<file path="src/rtl/registro_desplazamiento_universal.sv">
// Universal shift register: shift, rotate, parallel load, hold; registered serial out and saturating
// shifted-out counter. Define SALIDA_PARIDAD_EN to add the paridad_o output (XOR of q).

module registro_desplazamiento_universal_celda (
    input  logic [1:0] modo_i,
    input  logic       dir_i,
    input  logic       q_i,
    input  logic       bajo_i,
    input  logic       alto_i,
    input  logic       d_i,
    output logic       nxt_o
);
    // bajo_i feeds a left move (toward MSB), alto_i feeds a right move
    always_comb begin
        nxt_o = q_i;
        case (modo_i)
            2'b00, 2'b01: nxt_o = dir_i ? bajo_i : alto_i;
            2'b10:        nxt_o = d_i;
            default:      nxt_o = q_i;
        endcase
    end
endmodule

module registro_desplazamiento_universal #(
    parameter int WIDTH = 8,
    parameter int CW    = $clog2(WIDTH + 1)
) (
    input  logic             clk_i,
    input  logic             rst_n_i,
    input  logic             enb_i,
    input  logic [1:0]       modo_i,
    input  logic             dir_i,
    input  logic             s_in_i,
    input  logic [WIDTH-1:0] d_i,
    output logic [WIDTH-1:0] q_o,
    output logic             s_out_o,
    output logic [CW-1:0]    cnt_o,
    output logic             vacio_o
`ifdef SALIDA_PARIDAD_EN
    ,
    output logic             paridad_o
`endif
);
    localparam logic [CW-1:0] CNT_MAX = CW'(WIDTH);

    logic [WIDTH-1:0] q_q, q_d;
    logic             s_out_q, s_out_d;
    logic [CW-1:0]    cnt_q, cnt_d;
    logic             fill_lo, fill_hi;

    // End-of-register fill bits: wrapped-around bit on rotate, serial input on shift
    assign fill_lo = (modo_i == 2'b01) ? q_q[WIDTH-1] : s_in_i;
    assign fill_hi = (modo_i == 2'b01) ? q_q[0]       : s_in_i;

    for (genvar i = 0; i < WIDTH; i++) begin : g_bit
        logic bajo, alto;
        if (i == 0) begin : g_lo
            assign bajo = fill_lo;
        end else begin : g_lo_n
            assign bajo = q_q[i-1];
        end
        if (i == WIDTH - 1) begin : g_hi
            assign alto = fill_hi;
        end else begin : g_hi_n
            assign alto = q_q[i+1];
        end
        registro_desplazamiento_universal_celda u_celda (
            .modo_i (modo_i),
            .dir_i  (dir_i),
            .q_i    (q_q[i]),
            .bajo_i (bajo),
            .alto_i (alto),
            .d_i    (d_i[i]),
            .nxt_o  (q_d[i])
        );
    end

    always_comb begin
        s_out_d = s_out_q;
        cnt_d   = cnt_q;
        case (modo_i)
            2'b00: begin
                s_out_d = dir_i ? q_q[WIDTH-1] : q_q[0];
                cnt_d   = (cnt_q == CNT_MAX) ? CNT_MAX : cnt_q + CW'(1);
            end
            2'b01: s_out_d = dir_i ? q_q[WIDTH-1] : q_q[0];
            2'b10: begin
                s_out_d = 1'b0;
                cnt_d   = '0;
            end
            default: ;
        endcase
    end

    always_ff @(posedge clk_i) begin
        if (!rst_n_i) begin
            q_q     <= '0;
            s_out_q <= 1'b0;
            cnt_q   <= '0;
        end else if (enb_i) begin
            q_q     <= q_d;
            s_out_q <= s_out_d;
            cnt_q   <= cnt_d;
        end
    end

    assign q_o     = q_q;
    assign s_out_o = s_out_q;
    assign cnt_o   = cnt_q;
    assign vacio_o = (cnt_q == CNT_MAX);
`ifdef SALIDA_PARIDAD_EN
    assign paridad_o = ^q_q;
`endif
endmodule
</file>
<file path="config.mk">
export PLATFORM = sky130hd
export DESIGN_NAME = registro_desplazamiento_universal
export DESIGN_NICKNAME = d
export VERILOG_FILES = /design/src/rtl/registro_desplazamiento_universal.sv
export SDC_FILE = /design/constraint.sdc
export NUM_CORES = 1
export LEC_CHECK = 0
export ABC_AREA = 1
export CORE_MARGIN = 1
export CORE_UTILIZATION = 51
export DETAILED_ROUTE_END_ITERATION = 8
export PLACE_DENSITY = 0.89
export SLEW_MARGIN = 20
export SYNTH_ARGS = -nofsm -noshare
export SYNTH_HDL_FRONTEND = slang
export SYNTH_HIERARCHICAL = 1
export SYNTH_SLANG_ARGS = --single-unit
</file>
<file path="constraint.sdc">
create_clock -name clk_i -period 1.4 [get_ports clk_i]
set_input_delay 0.21 -clock clk_i [delete_from_list [all_inputs] [get_ports clk_i]]
set_output_delay 0.21 -clock clk_i [all_outputs]
set_load 0.005 [all_outputs]
</file>
After elaboration in Yosys (flattened, before gate mapping)
Cells that the tools add are included.

Flip-flop bits (word level): 13. Bits of input ports: 15. Output and inout bits: 14. Word-level logic and storage cells: 35.

$add $sub $neg: 1. Equality and inequality tests: 3. Muxes and demuxes: 22. Reductions and logical operators: 6.

Operators with widths (number): 1-bit one-hot mux with 2 select lines (9); 1-bit 2-to-1 mux (11); 4-bit one-hot mux with 2 select lines (1); 4-bit by 1-bit adder with 4-bit output (second input constant) (1); 4-bit equality test (second input constant) (1); 4-bit 2-to-1 mux (1); 2-bit AND reduction (2); 2-bit nonzero test (2); 2-bit by 1-bit equality test with 1-bit output (second input constant) (1); 2-bit equality test (second input constant) (1); 2-bit zero test (1); 2-bit OR reduction (1).

Longest topological paths before layout
Depth after elaboration: 4. Depth in mapped cells: 10. Depth with buffers taken out: 10.

Modules after synthesis
The synthesis kept the hierarchy.

Modules (own cells, without submodules): registro_desplazamiento_universal (instances 1, cells an instance 84, area each 611.8 um^2, sequential area each 260.2 um^2); registro_desplazamiento_universal_celda (instances 8, cells an instance 14, area each 55.1 um^2, sequential area each 0.0 um^2).

Worst setup path before layout
Ideal clock, no wire load.

Path kind: register to register. From: reg cnt_q[0] (netlist: cnt_o[0]). To: reg cnt_q[1] (netlist: cnt_o[1]). Setup time: 0.117 ns. Data arrival time: 0.888 ns. Data required time: 1.283 ns. Setup slack: 0.396 ns. Stages on the path, launching flop included: 5. Buffers on the path: 0. Clock period less this slack: 1.004 ns. Path through: dfxtp_1 > inv_1 > ha_1 > nor2_1 > nor3_2.

Cells in the longest elaborated chain, start to end: 3. Elaborated cells between the ends (all ways): 4. Those cells by class: 1 x add/sub; 1 x eq/ne; 2 x mux.

RTL lines: start, declared (line 48) `logic [CW-1:0] cnt_q, cnt_d;`; start signal, assigned (line 103) `cnt_q <= cnt_d;`; 4-bit by 1-bit adder with 4-bit output or 4-bit equality test (tied branches) (line 84) `cnt_d = (cnt_q == CNT_MAX) ? CNT_MAX : cnt_q + CW'(1);`; 4-bit 2-to-1 mux (*) (line 84); 4-bit one-hot mux with 2 select lines (*) (line 81) `case (modo_i)`.

Every way passes the cells marked *; elsewhere a longest branch is shown, timed or not. A chain may end at the register's enable or synchronous reset.

Worst setup path in the final report
From: reg q_q[1] (netlist: q_o[1]). To: out q_o[1].

RTL lines: start, declared (line 46) `logic [WIDTH-1:0] q_q, q_d;`; start signal, assigned (line 101) `q_q <= q_d;`; end, declared (line 35) `output logic [WIDTH-1:0] q_o,`.

No word-level cell between the ends.

==> reports/summary.txt <==
Tcrit/Tclk final: 98.64%
VDD IR max: 0.6877 mV
Crit path max fanout: 5
Global routing's busiest layer: met2
TritonRoute pass-1 iters: 4
Synthesized Nets: 213
Initial Util: 54.19%
Hold Path Origin: s_out_o
CP startpoint kind: flop
CTS buffer count: 3
Net count, final: 257
Worst setup path category: flop to output port
PortBufs: 28
Ys Warns: 6
Synthesized area: 1052 sq um
Post-synthesis average cell area: 5.369 sq um
Worst hold slack: 0.4850 ns
Chip width: 47.43 microns
Vias: 1229
Layout cells sized above 1: 15.90%
End of the worst hold path: s_out_o
Placer Congestion: 0.8353
Cell total after placement: 262
WP buf/inv: 1
Fin util: 76.80%
Clk pin slew, worst setup/hold paths: 0.08 ns
LEAKAGE: 0.0008854 uW
Layout fillers: 173
Synthesis-to-finish area growth: 41.74%
MaxCap Viol Count: 0
Met1 GRT Util: 25.64%
Final ANT Viol Nets: 0
Slew @ Worst Pin: 0.2055 ns
DR DRC count: 0
Yosys cell types: 19
Clock Latency Late Sink: 0.27 ns
Antenna violations before repair: 0
Reg2Reg Setup Slack: 0.34 ns
Root Driver: clkbuf_4
Critical Path AT: 1.17 ns
Fin. max-slew vios: 0
R2R cell count: 8
Postcts setup bufs: 0
Crit-path cells: clkdlybuf4s50_1
Status: finished, final reports clean
GRT Total Usage: 23.24%
Top Family by Delay on Critical Path: buffers and inverters
Vias in the first global route: 956
Crit. End Element: output port
CTS Buffer Depth: 2
TritonCTS clock tree: yes
CORE AREA: 1942 sq um
Fmax: 724.2 MHz
Final hold vios: 0
M2 GR Usage: 42.19%
Clk_skew: 0.003508 ns
Worst R2R End: q_o[7]
Global routing met3 resource utilization: 7.547%
First-pass GRT wire length: 3677 microns
Slowest CP cell: clkdlybuf4s50_1
Reg2reg start: q_o[0]
Tmin final: 1.381 ns
Vias per cell: 4.620
RSZ-0062 raised after global routing: yes
Wirelength per Cell: 9.549 microns
Total power: 961.4 uW
#FFs+latches synth: 13
Dpl hpwl: 1849 microns
Worst endpoint required time: 1.19 ns
Hold Crit Class: flop to flop
H-tree level count: 1
Diodes inserted: 0
Sequential share of the synthesized area: 24.73%
Setup Viol. Count Final: 0
Crit-path max cell delay: 0.53 ns
Row count: 16
Gr ovfl total: 0
Pin count of the biggest net entering global routing: 19
Layout Cells excl Fill: 266
Slew HR: 86.26%
Overall die height: 47.43 microns
Detailed-route wire length: 2540 microns
Mapped Cells: 196
Hold path cells: 2
PwrDens: 644.6 nW/um^2
Clk sink count: 13
Iteration-0 DRC Markers: 17
Register Area: 280.3 sq um
Area of the multi-input gates: 528.0 sq um
Die area: 2249 sq um
Ports: 29
## power breakdown
part / leakage, uW / switching (uW) / internal (uW)
registers: 0.000112 / 25.3 / 395
clock network: 0.0000150 / 116 / 110
logic: 0.000758 / 155 / 159
total: 0.000885 / 297 / 664
## cell type report
class                           instances  area share [%]
Sequential cell                        13           18.79
Inverter                               66           16.61
Multi-Input combinational cell        115           35.40
Clock buffer                            4           1.762
Tap cell                               27           2.265
Timing Repair Buffer                   41           25.17
## metrics by stage
step	area (sq um)	setup TNS, ns	setup slack (ns)
after floorplan	1052	0	0.3957
after global placement	1445	-0.1024	-0.04085
after detailed placement	1445	-0.2541	-0.07253
after CTS	1480	-0.01772	-0.01772
after global routing	1491	-0.007307	-0.007307
final	1491	0	0.01911
## state kept, by name, summed over array words and instances, names as in the netlist
name,flops
q_o,8
s_out_o,1
cnt_o,4
## layer usage
metal  vias up  wire length [microns]  part of all wire (%)
met1       542                   1108                    44
met4         0                     50                   2.0
li1        648                      -                     -
met2        33                   1254                    49
met3         6                    126                   5.0
met5         -                      0                     0
## Yosys cell counts
| cell type | count | area, sq um |
|---|---|---|
| a21boi_1 | 1 | 7.510 |
| a21oi_1 | 3 | 15.01 |
| buf_4 | 1 | 7.510 |
| buf_6 | 1 | 11.26 |
| dfxtp_1 | 13 | 260.3 |
| ha_1 | 2 | 25.02 |
| inv_1 | 63 | 236.5 |
| inv_2 | 3 | 11.26 |
| nand2_1 | 52 | 195.2 |
| nand2_2 | 1 | 6.260 |
| nand2_4 | 1 | 11.26 |
| nand3_1 | 21 | 105.1 |
| nand3_2 | 1 | 10.01 |
| nor2_1 | 20 | 75.07 |
| nor2_2 | 1 | 6.260 |
| nor3_2 | 1 | 10.01 |
| o21ai_0 | 8 | 40.04 |
| o21ai_1 | 2 | 10.01 |
| xor2_1 | 1 | 8.760 |
## how the worst max path moves through the flow
stage,from,to,slack (ns),cells past startpoint
2_1_floorplan,cnt_o[0],cnt_o[1],0.40,4
3_3_place_gp,modo_i[0],q_o[0],-0.04,10
3_5_place_dp,modo_i[0],q_o[0],-0.07,10
4_1_cts,cnt_o[0],vacio_o,-0.02,5
5_1_grt,cnt_o[0],vacio_o,-0.007,5
6_report,q_o[1],q_o[1],0.02,1
## repair_timing
action / 4_1_cts / 5_1_grt
hold buffers: 0 / 0
resized for setup: 13 / 9
setup endpoints to repair: 10 / 7
## layout by cell type, fill, tap and decap left out
master | netlist | final
inv_1 | 63 | 63
nand2_1 | 52 | 52
clkdlybuf4s50_1 | 0 | 23
nand3_1 | 21 | 21
nor2_1 | 20 | 19
buf_4 | 1 | 13
dfxtp_2 | 0 | 10
o21ai_0 | 8 | 8
inv_2 | 3 | 3
a21oi_1 | 3 | 3
clkbuf_4 | 0 | 3
nor2_2 | 1 | 2
o21ai_1 | 2 | 2
ha_1 | 2 | 2
dfxtp_4 | 0 | 2
dlygate4sd2_1 | 0 | 2
dlymetal6s2s_1 | 0 | 2
nand2_4 | 1 | 1
a21boi_1 | 1 | 1
nand3_2 | 1 | 1
nand2_2 | 1 | 1
nor3_2 | 1 | 1
xor2_1 | 1 | 1
clkbuf_1 | 0 | 1
clkbuf_2 | 0 | 1
dfxtp_1 | 13 | 1
## cell families (layout without fill, tap and decap cells)
group	Yosys count	in the layout	synth area share (%)
compound gates	14	14	6.897
xor+xnor	1	1	0.8325
fa+ha+maj	2	2	2.378
buf+inv	68	111	25.33
flops	13	13	24.73
simple gates	98	98	39.83
No activity file was read; power rests on OpenSTA's default activity.
